===== src/rtl/maze_pkg.sv =====
// Shared definitions for the maze ROM arbiter: geometry, encodings, colours
// and small address helpers.
package maze_pkg;

  localparam int unsigned MAZE_W = 96;
  localparam int unsigned MAZE_H = 64;
  localparam int unsigned IDX_W  = 13;

  localparam logic [15:0] DEF_WALL_COLOUR   = 16'hFFFF;
  localparam logic [15:0] DEF_PLAYER_COLOUR = 16'hF800;

  // Largest legal coordinate of the box edge, as signed 8-bit values
  localparam logic signed [7:0] EDGE_X_MAX = 8'(MAZE_W - 1);
  localparam logic signed [7:0] EDGE_Y_MAX = 8'(MAZE_H - 1);

  // The player box is 3x3, so a move is checked with 9 ROM probes
  localparam logic [3:0] PROBE_CNT = 4'd9;

  typedef enum logic [1:0] {
    DIR_UP    = 2'd0,
    DIR_DOWN  = 2'd1,
    DIR_LEFT  = 2'd2,
    DIR_RIGHT = 2'd3
  } dir_e;

  typedef enum logic [1:0] {
    IDLE   = 2'd0,
    BOUNDS = 2'd1,
    PROBE  = 2'd2,
    DONE   = 2'd3
  } state_e;

  // Linear scan address y*96 + x, built from shifts (96 = 64 + 32)
  function automatic logic [IDX_W-1:0] pix_addr(input logic [6:0] x, input logic [5:0] y);
    pix_addr = {1'b0, y, 6'b000000} + {2'b00, y, 5'b00000} + {6'b000000, x};
  endfunction

  // Goal region: bottom edge of the box at row 61 or lower
  function automatic logic goal_row(input logic [5:0] y);
    goal_row = (({2'b00, y} + 8'd2) >= 8'd61);
  endfunction

endpackage


===== src/rtl/maze_sprite_hit.sv =====
// Combinational test of whether a scan index falls inside the 3x3 player box.
// The box never straddles a row end, so each box row is a run of 3
// consecutive linear addresses.
module maze_sprite_hit
  import maze_pkg::*;
(
  input  logic [IDX_W-1:0] index,
  input  logic [6:0]       box_x,
  input  logic [5:0]       box_y,
  output logic             hit
);

  logic [IDX_W-1:0] row0_s;
  logic [IDX_W-1:0] row1_s;
  logic [IDX_W-1:0] row2_s;
  logic             in0_s;
  logic             in1_s;
  logic             in2_s;

  assign row0_s = pix_addr(box_x, box_y);
  assign row1_s = row0_s + 13'd96;
  assign row2_s = row0_s + 13'd192;

  assign in0_s = (index >= row0_s) && (index <= (row0_s + 13'd2));
  assign in1_s = (index >= row1_s) && (index <= (row1_s + 13'd2));
  assign in2_s = (index >= row2_s) && (index <= (row2_s + 13'd2));

  assign hit = in0_s | in1_s | in2_s;

endmodule


===== src/rtl/maze_rom_arbiter.sv =====
// Time-slices one maze ROM between the OLED display scan (slot 0) and a
// move checker (slot 1) that probes the 9 pixels of a candidate player box.
// Display latency is fixed: the checker only ever uses slot-1 edges.
module maze_rom_arbiter
  import maze_pkg::*;
#(
  parameter logic [15:0] WALL_COLOUR   = DEF_WALL_COLOUR,
  parameter logic [15:0] PLAYER_COLOUR = DEF_PLAYER_COLOUR,
  parameter logic [6:0]  START_X       = 7'd5,
  parameter logic [5:0]  START_Y       = 6'd5
)(
  input  logic             clk,
  input  logic             reset,
  input  logic [IDX_W-1:0] pixel_index,
  output logic [15:0]      pixel_data,
  output logic [IDX_W-1:0] rom_index,
  input  logic [15:0]      rom_data,
  input  logic             move_req,
  input  logic [1:0]       move_dir,
  output logic             move_done,
  output logic             move_ok,
  output logic [6:0]       player_x,
  output logic [5:0]       player_y,
  output logic             at_goal
);

  logic              slot_r;
  state_e            state_r;
  logic [IDX_W-1:0]  pix_idx_r;
  logic signed [7:0] cand_x_r;
  logic signed [7:0] cand_y_r;
  logic [3:0]        probe_cnt_r;
  logic [1:0]        probe_row_r;
  logic [1:0]        probe_col_r;
  logic              fail_r;

  logic signed [7:0] px_s;
  logic signed [7:0] py_s;
  logic signed [7:0] cand_x_s;
  logic signed [7:0] cand_y_s;
  logic              inb_s;
  logic              probe_issue_s;
  logic [6:0]        probe_x_s;
  logic [5:0]        probe_y_s;
  logic [IDX_W-1:0]  probe_addr_s;
  logic [1:0]        probe_row_nx_s;
  logic [1:0]        probe_col_nx_s;
  logic              sprite_hit_s;

  maze_sprite_hit u_sprite_hit (
    .index (pix_idx_r),
    .box_x (player_x),
    .box_y (player_y),
    .hit   (sprite_hit_s)
  );

  // Candidate position: current position stepped one pixel, kept signed so underflow is visible
  always_comb begin
    px_s     = $signed({1'b0, player_x});
    py_s     = $signed({2'b00, player_y});
    cand_x_s = px_s;
    cand_y_s = py_s;
    case (dir_e'(move_dir))
      DIR_UP:    cand_y_s = py_s - 8'sd1;
      DIR_DOWN:  cand_y_s = py_s + 8'sd1;
      DIR_LEFT:  cand_x_s = px_s - 8'sd1;
      DIR_RIGHT: cand_x_s = px_s + 8'sd1;
      default: begin
        cand_x_s = px_s;
        cand_y_s = py_s;
      end
    endcase
  end

  // Bounds check of the latched candidate box against the 96x64 screen
  always_comb begin
    inb_s = (cand_x_r >= 8'sd0) && (cand_y_r >= 8'sd0) &&
            ((cand_x_r + 8'sd2) <= EDGE_X_MAX) &&
            ((cand_y_r + 8'sd2) <= EDGE_Y_MAX);
  end

  // Probe address generation and row-major walk through the 3x3 box
  always_comb begin
    probe_x_s    = cand_x_r[6:0] + {5'b00000, probe_col_r};
    probe_y_s    = cand_y_r[5:0] + {4'b0000, probe_row_r};
    probe_addr_s = pix_addr(probe_x_s, probe_y_s);
    if (probe_col_r == 2'd2) begin
      probe_col_nx_s = 2'd0;
      probe_row_nx_s = probe_row_r + 2'd1;
    end else begin
      probe_col_nx_s = probe_col_r + 2'd1;
      probe_row_nx_s = probe_row_r;
    end
  end

  // A probe goes out on a checker slot; the first may leave straight from BOUNDS
  always_comb begin
    probe_issue_s = 1'b0;
    if (slot_r && (probe_cnt_r < PROBE_CNT)) begin
      if (state_r == PROBE) begin
        probe_issue_s = 1'b1;
      end else if (state_r == BOUNDS) begin
        probe_issue_s = inb_s;
      end else begin
        probe_issue_s = 1'b0;
      end
    end else begin
      probe_issue_s = 1'b0;
    end
  end

  // Slot bit alternates display and checker access every cycle
  always_ff @(posedge clk) begin
    if (reset) begin
      slot_r <= 1'b0;
    end else begin
      slot_r <= ~slot_r;
    end
  end

  // ROM address mux: display address on slot 0, checker probe on slot 1
  always_ff @(posedge clk) begin
    if (reset) begin
      rom_index <= 13'd0;
    end else if (!slot_r) begin
      rom_index <= pixel_index;
    end else if (probe_issue_s) begin
      rom_index <= probe_addr_s;
    end else begin
      rom_index <= rom_index;
    end
  end

  // Display pipeline: latch the scan index and publish the overlaid colour two cycles later
  always_ff @(posedge clk) begin
    if (reset) begin
      pix_idx_r  <= 13'd0;
      pixel_data <= 16'h0000;
    end else if (!slot_r) begin
      pix_idx_r  <= pixel_index;
      pixel_data <= sprite_hit_s ? PLAYER_COLOUR : rom_data;
    end else begin
      pix_idx_r  <= pix_idx_r;
      pixel_data <= pixel_data;
    end
  end

  // Move checker FSM: accept, bounds test, 9 probes, then one-cycle completion
  always_ff @(posedge clk) begin
    if (reset) begin
      state_r     <= IDLE;
      cand_x_r    <= 8'sd0;
      cand_y_r    <= 8'sd0;
      probe_cnt_r <= 4'd0;
      probe_row_r <= 2'd0;
      probe_col_r <= 2'd0;
      fail_r      <= 1'b0;
      move_done   <= 1'b0;
      move_ok     <= 1'b0;
      player_x    <= START_X;
      player_y    <= START_Y;
      at_goal     <= goal_row(START_Y);
    end else begin
      move_done <= 1'b0;
      case (state_r)
        IDLE: begin
          if (move_req) begin
            cand_x_r    <= cand_x_s;
            cand_y_r    <= cand_y_s;
            probe_cnt_r <= 4'd0;
            probe_row_r <= 2'd0;
            probe_col_r <= 2'd0;
            fail_r      <= 1'b0;
            state_r     <= BOUNDS;
          end else begin
            state_r <= IDLE;
          end
        end
        BOUNDS: begin
          if (!inb_s) begin
            fail_r  <= 1'b1;
            state_r <= DONE;
          end else begin
            state_r <= PROBE;
            if (probe_issue_s) begin
              probe_cnt_r <= probe_cnt_r + 4'd1;
              probe_row_r <= probe_row_nx_s;
              probe_col_r <= probe_col_nx_s;
            end else begin
              probe_cnt_r <= probe_cnt_r;
            end
          end
        end
        PROBE: begin
          if (slot_r) begin
            // Data for the probe issued on the previous checker slot arrives now
            if ((probe_cnt_r != 4'd0) && (rom_data == WALL_COLOUR)) begin
              fail_r <= 1'b1;
            end else begin
              fail_r <= fail_r;
            end
            if (probe_cnt_r == PROBE_CNT) begin
              state_r <= DONE;
            end else begin
              probe_cnt_r <= probe_cnt_r + 4'd1;
              probe_row_r <= probe_row_nx_s;
              probe_col_r <= probe_col_nx_s;
              state_r     <= PROBE;
            end
          end else begin
            state_r <= PROBE;
          end
        end
        DONE: begin
          move_done <= 1'b1;
          move_ok   <= ~fail_r;
          if (!fail_r) begin
            player_x <= cand_x_r[6:0];
            player_y <= cand_y_r[5:0];
            at_goal  <= goal_row(cand_y_r[5:0]);
          end else begin
            player_x <= player_x;
            player_y <= player_y;
          end
          state_r <= IDLE;
        end
        default: begin
          state_r <= IDLE;
        end
      endcase
    end
  end

endmodule

===== config.mk =====
export PLATFORM = sky130hd
export DESIGN_NAME = maze_rom_arbiter
export DESIGN_NICKNAME = d
export VERILOG_FILES = /design/src/rtl/maze_pkg.sv /design/src/rtl/maze_sprite_hit.sv /design/src/rtl/maze_rom_arbiter.sv
export SDC_FILE = /design/constraint.sdc
export NUM_CORES = 1
export LEC_CHECK = 0
export BUFFER_PORTS_ARGS = -buffer_cell sky130_fd_sc_hd__buf_2
export CORE_MARGIN = 2
export CORE_UTILIZATION = 40
export DETAILED_ROUTE_END_ITERATION = 10
export GPL_ROUTABILITY_DRIVEN = 1
export HOLD_SLACK_MARGIN = 0.1
export PLACE_DENSITY = 0.65
export SYNTH_ARGS = -nofsm -noshare
export SYNTH_HDL_FRONTEND = slang
export SYNTH_SLANG_ARGS = --single-unit

===== constraint.sdc =====
create_clock -name clk -period 11.33 [get_ports clk]
set_input_delay 0.5665 -clock clk [delete_from_list [all_inputs] [get_ports clk]]
set_output_delay 0.5665 -clock clk [all_outputs]
set_load 0.02 [all_outputs]

==> results.md <==
* Ys Warns at 0
* Vias at 6058
* Fin nets at ~1100
* Clk sinks at 86
* Int Pwr at approximately 640 uW
* Yosys top cell area share at 0.242
* Clk network pwr share at 0.252
* Sw Share at 0.392
* Synthesized cell area at roughly 7000 um^2
* Io pins at 79
* GRT overflow at 0
* Cell taking the most area after synthesis: dfxtp_1
* Final hold vios at 0
* Number of synthesized flops with an enable pin at 0
* Synthesized net count at 1002
* Maximum VDD drop at ~0.076 mV
* Overall routing resource usage at 0.195
* Ranking of synthesized cells by area: dfxtp_1 24%, ha_1 21%, nand2_1 4.8%
* Netlist cell types at 71
* Most frequent cells in the layout: 119 x ha_1, 91 x nand2_1, 85 x dfxtp_1
* Combinational family with the most area after synthesis: adder cells
* R2R Setup Slk at between 5000 and 6000 ps
* Setup TNS at 0 ps
* Die area at roughly 19000 um^2
* CTS tree: built
* DRT Pass-1 Iters at 5
* Area grow syn2layout at 11.3%
* Drt drc at 0
* Post-CTS setup repair buffer count at 0
* Synth Instances at approximately 840
* Asr flop ratio synth at 0
* CTS Hold Bufs at 0
* Die width at 137 um
* Clk_lat worst skew at around 340 ps
* Worst slew margin at 0.289
* HP Class: flop to flop
* Final setup vio count at 0
* Max_cap viols at 0
* Die height at approximately 140 um
* Commonest non-fill, non-tap cell in the layout: ha_1
* Startpoint types: flop
* First-pass GRT wire length at slightly below 30 mm
* PwrDens at between 100 and 150 nW/um^2
* Routability congestion estimate at between 0.8 and 0.9
* Arrival time worst endpoint at approximately 6000 ps
* Root buffer cell: clkbuf_16
* DRT iter0 DRCs at 319
* Final min period at 5930 ps
* Post-Synth Adder-Cell Area at 0.229
* Initial core utilization at 0.409
* Worst slew pin tran at about 1100 ps
* Final ANT Viol Nets at 0
* Std cell rows at 48
* Avg Vias per Cell at between 5 and 6
* Mapped Avg Cell Area at approximately 8.4 um^2
* Post-synthesis mux area share at 0.0227
* Final worst-path cycle share at 0.523
* Status: complete, no violations
* Diodes inserted at 0
* Fraction of layout instances using a drive strength above 1 at 0.133
* Sequential share of the synthesized area at 0.242
* Post-CTS sizing at 0
* Vias in the first global route at roughly 5700
* Simple-Gate Fraction of Synth Area at 0.182
* CTS buffer count at 9
* Net Sw Power at 415 uW
* Port buffer count at between 70 and 80
* Post-DP HPWL at around 14 mm
* Skew final at between 7 and 8 ps
* Synth Flop Type: dfxtp_1
* CTS Buffer Depth at 2
* Sequential power share at 0.357
* Worst-path clk slew at 60 ps
* Post-synthesis register bit count at 86
* Fmax at between 0.15 and 0.2 GHz
* CP endpoint kind: flop
* Largest net degree at the start of global routing at 60
* Worst Path Max Fanout at 16
* Worst EP required at roughly 12000 ps
* Final core utilization at 0.456
* RSZ-0062 raised after global routing: false
* Compound-cell area share of the yosys netlist at 0.196
* Xor and xnor area share after synthesis at 0.0734
* Drt total wl at 18.1 mm
* H-tree levels at 3
* Comb pwr share at 0.391
* Initial antenna violation count at 0
* Number of max-slew violations in the final report at 0
* WL/cell at 16.0 um
* Critical path type: flop to flop
* Core Area at 17400 um^2
* LEAKAGE at roughly 0.0035 uW
kinds of logic (layout without fill, tap and decap cells):
logic type / count (synthesis) / after routing
simple gates: 266 / 266
compound gates: 195 / 195
fa+ha+maj: 126 / 126
buf+inv: 96 / 156
flops: 86 / 86
xor+xnor: 57 / 57
mux: 16 / 16
worst paths after layout:
kind / start / endpoint / depth (start not counted)
max: player_y[0]$_SDFFE_PP1P_ / pixel_data[15]$_SDFFE_PP0N_ / 19
min: cand_y_r[7]$_SDFFE_PP0P_ / cand_y_r[7]$_SDFFE_PP0P_ / 2
max reg2reg: player_y[0]$_SDFFE_PP1P_ / pixel_data[15]$_SDFFE_PP0N_ / 19
min reg2reg: cand_y_r[7]$_SDFFE_PP0P_ / cand_y_r[7]$_SDFFE_PP0P_ / 2
per-stage QoR:
step	area (um^2)	worst slack, ps	std cells	total power, uW	hold WS (ps)
after detailed placement	7640	5410	1113	795	447
after CTS	7910	5380	1127	1060	456
final	7910	5400	1127	1060	458
after global routing	7910	4970	1127	1130	476
after floorplan	7110	6260	842	691	437
after global placement	7640	5660	1113	792	444
power by group through the flow:
| stage | logic [uW] | registers (uW) | clock network, uW |
|---|---|---|---|
| 2_1_floorplan | 307 | 385 | 0 |
| 3_3_place_gp | 408 | 384 | 0 |
| 3_5_place_dp | 411 | 385 | 0 |
| 4_1_cts | 414 | 378 | 272 |
| 5_1_grt | 466 | 383 | 283 |
| 6_report | 413 | 378 | 267 |
layer usage:
layer,wire length [um],up-vias,part of all wire,track usage
li1,-,3116,-,-
met1,9060,2807,0.50,0.278
met2,8180,111,0.45,0.310
met3,598,24,0.033,0.0287
met4,240,0,0.013,0.0441
met5,0,-,0,0
layout make-up:
cell class	count	area, um^2
Fill cell	1702	9450
Multi-Input combinational cell	660	5000
Sequential cell	86	1720
Timing Repair Buffer	81	413
Tap cell	225	282
Inverter	61	229
Clock buffer	9	225
Clock inverter	5	37.5
synthesized netlist by cell type, types with 4 or more instances:
master      n
a221oi_1    6
o21bai_1    6
buf_1       7
clkbuf_1   20
xnor2_1    28
o21ai_1     8
or3_1       7
nor2_1     61
a32o_1     11
o21ai_0    18
nand2b_1   10
or4_1       5
xor2_1     26
nand4_1    15
inv_1      59
a211oi_1   14
mux2i_1    15
o211ai_1    9
nand3b_1    5
ha_1      119
nor3_1      9
nor2b_1    10
nand3_1    23
a21oi_1    67
nor4_1      7
dfxtp_1    86
a31oi_1     6
nand4b_1    5
fa_1        7
buf_2       5
nor3b_1     4
a21o_1     16
nand2_1    91
state kept, by name, summed over array words and instances (netlist names):
name	flops
cand_y_r	8
probe_row_r	2
cand_x_r	8
pix_idx_r	13
probe_col_r	2
move_ok	1
player_x	7
player_y	6
at_goal	1
move_done	1
state_r	2
slot_r	1
fail_r	1
probe_cnt_r	4
rom_index	13
pixel_data	16
critical path, stage by stage (launching register included):
cell,delay (ps)
dfxtp_1,480
inv_1,150
fa_1,530
inv_1,40
ha_1,240
fa_1,630
inv_1,180
ha_1,280
xnor2_1,180
or2_2,330
nor4_1,280
xor2_1,130
ha_1,310
nand2_1,80
nor4_1,430
o21ai_0,150
a22oi_1,170
a21oi_1,90
a2111oi_4,900
a221oi_1,170
(Power assumes the default switching activity.)
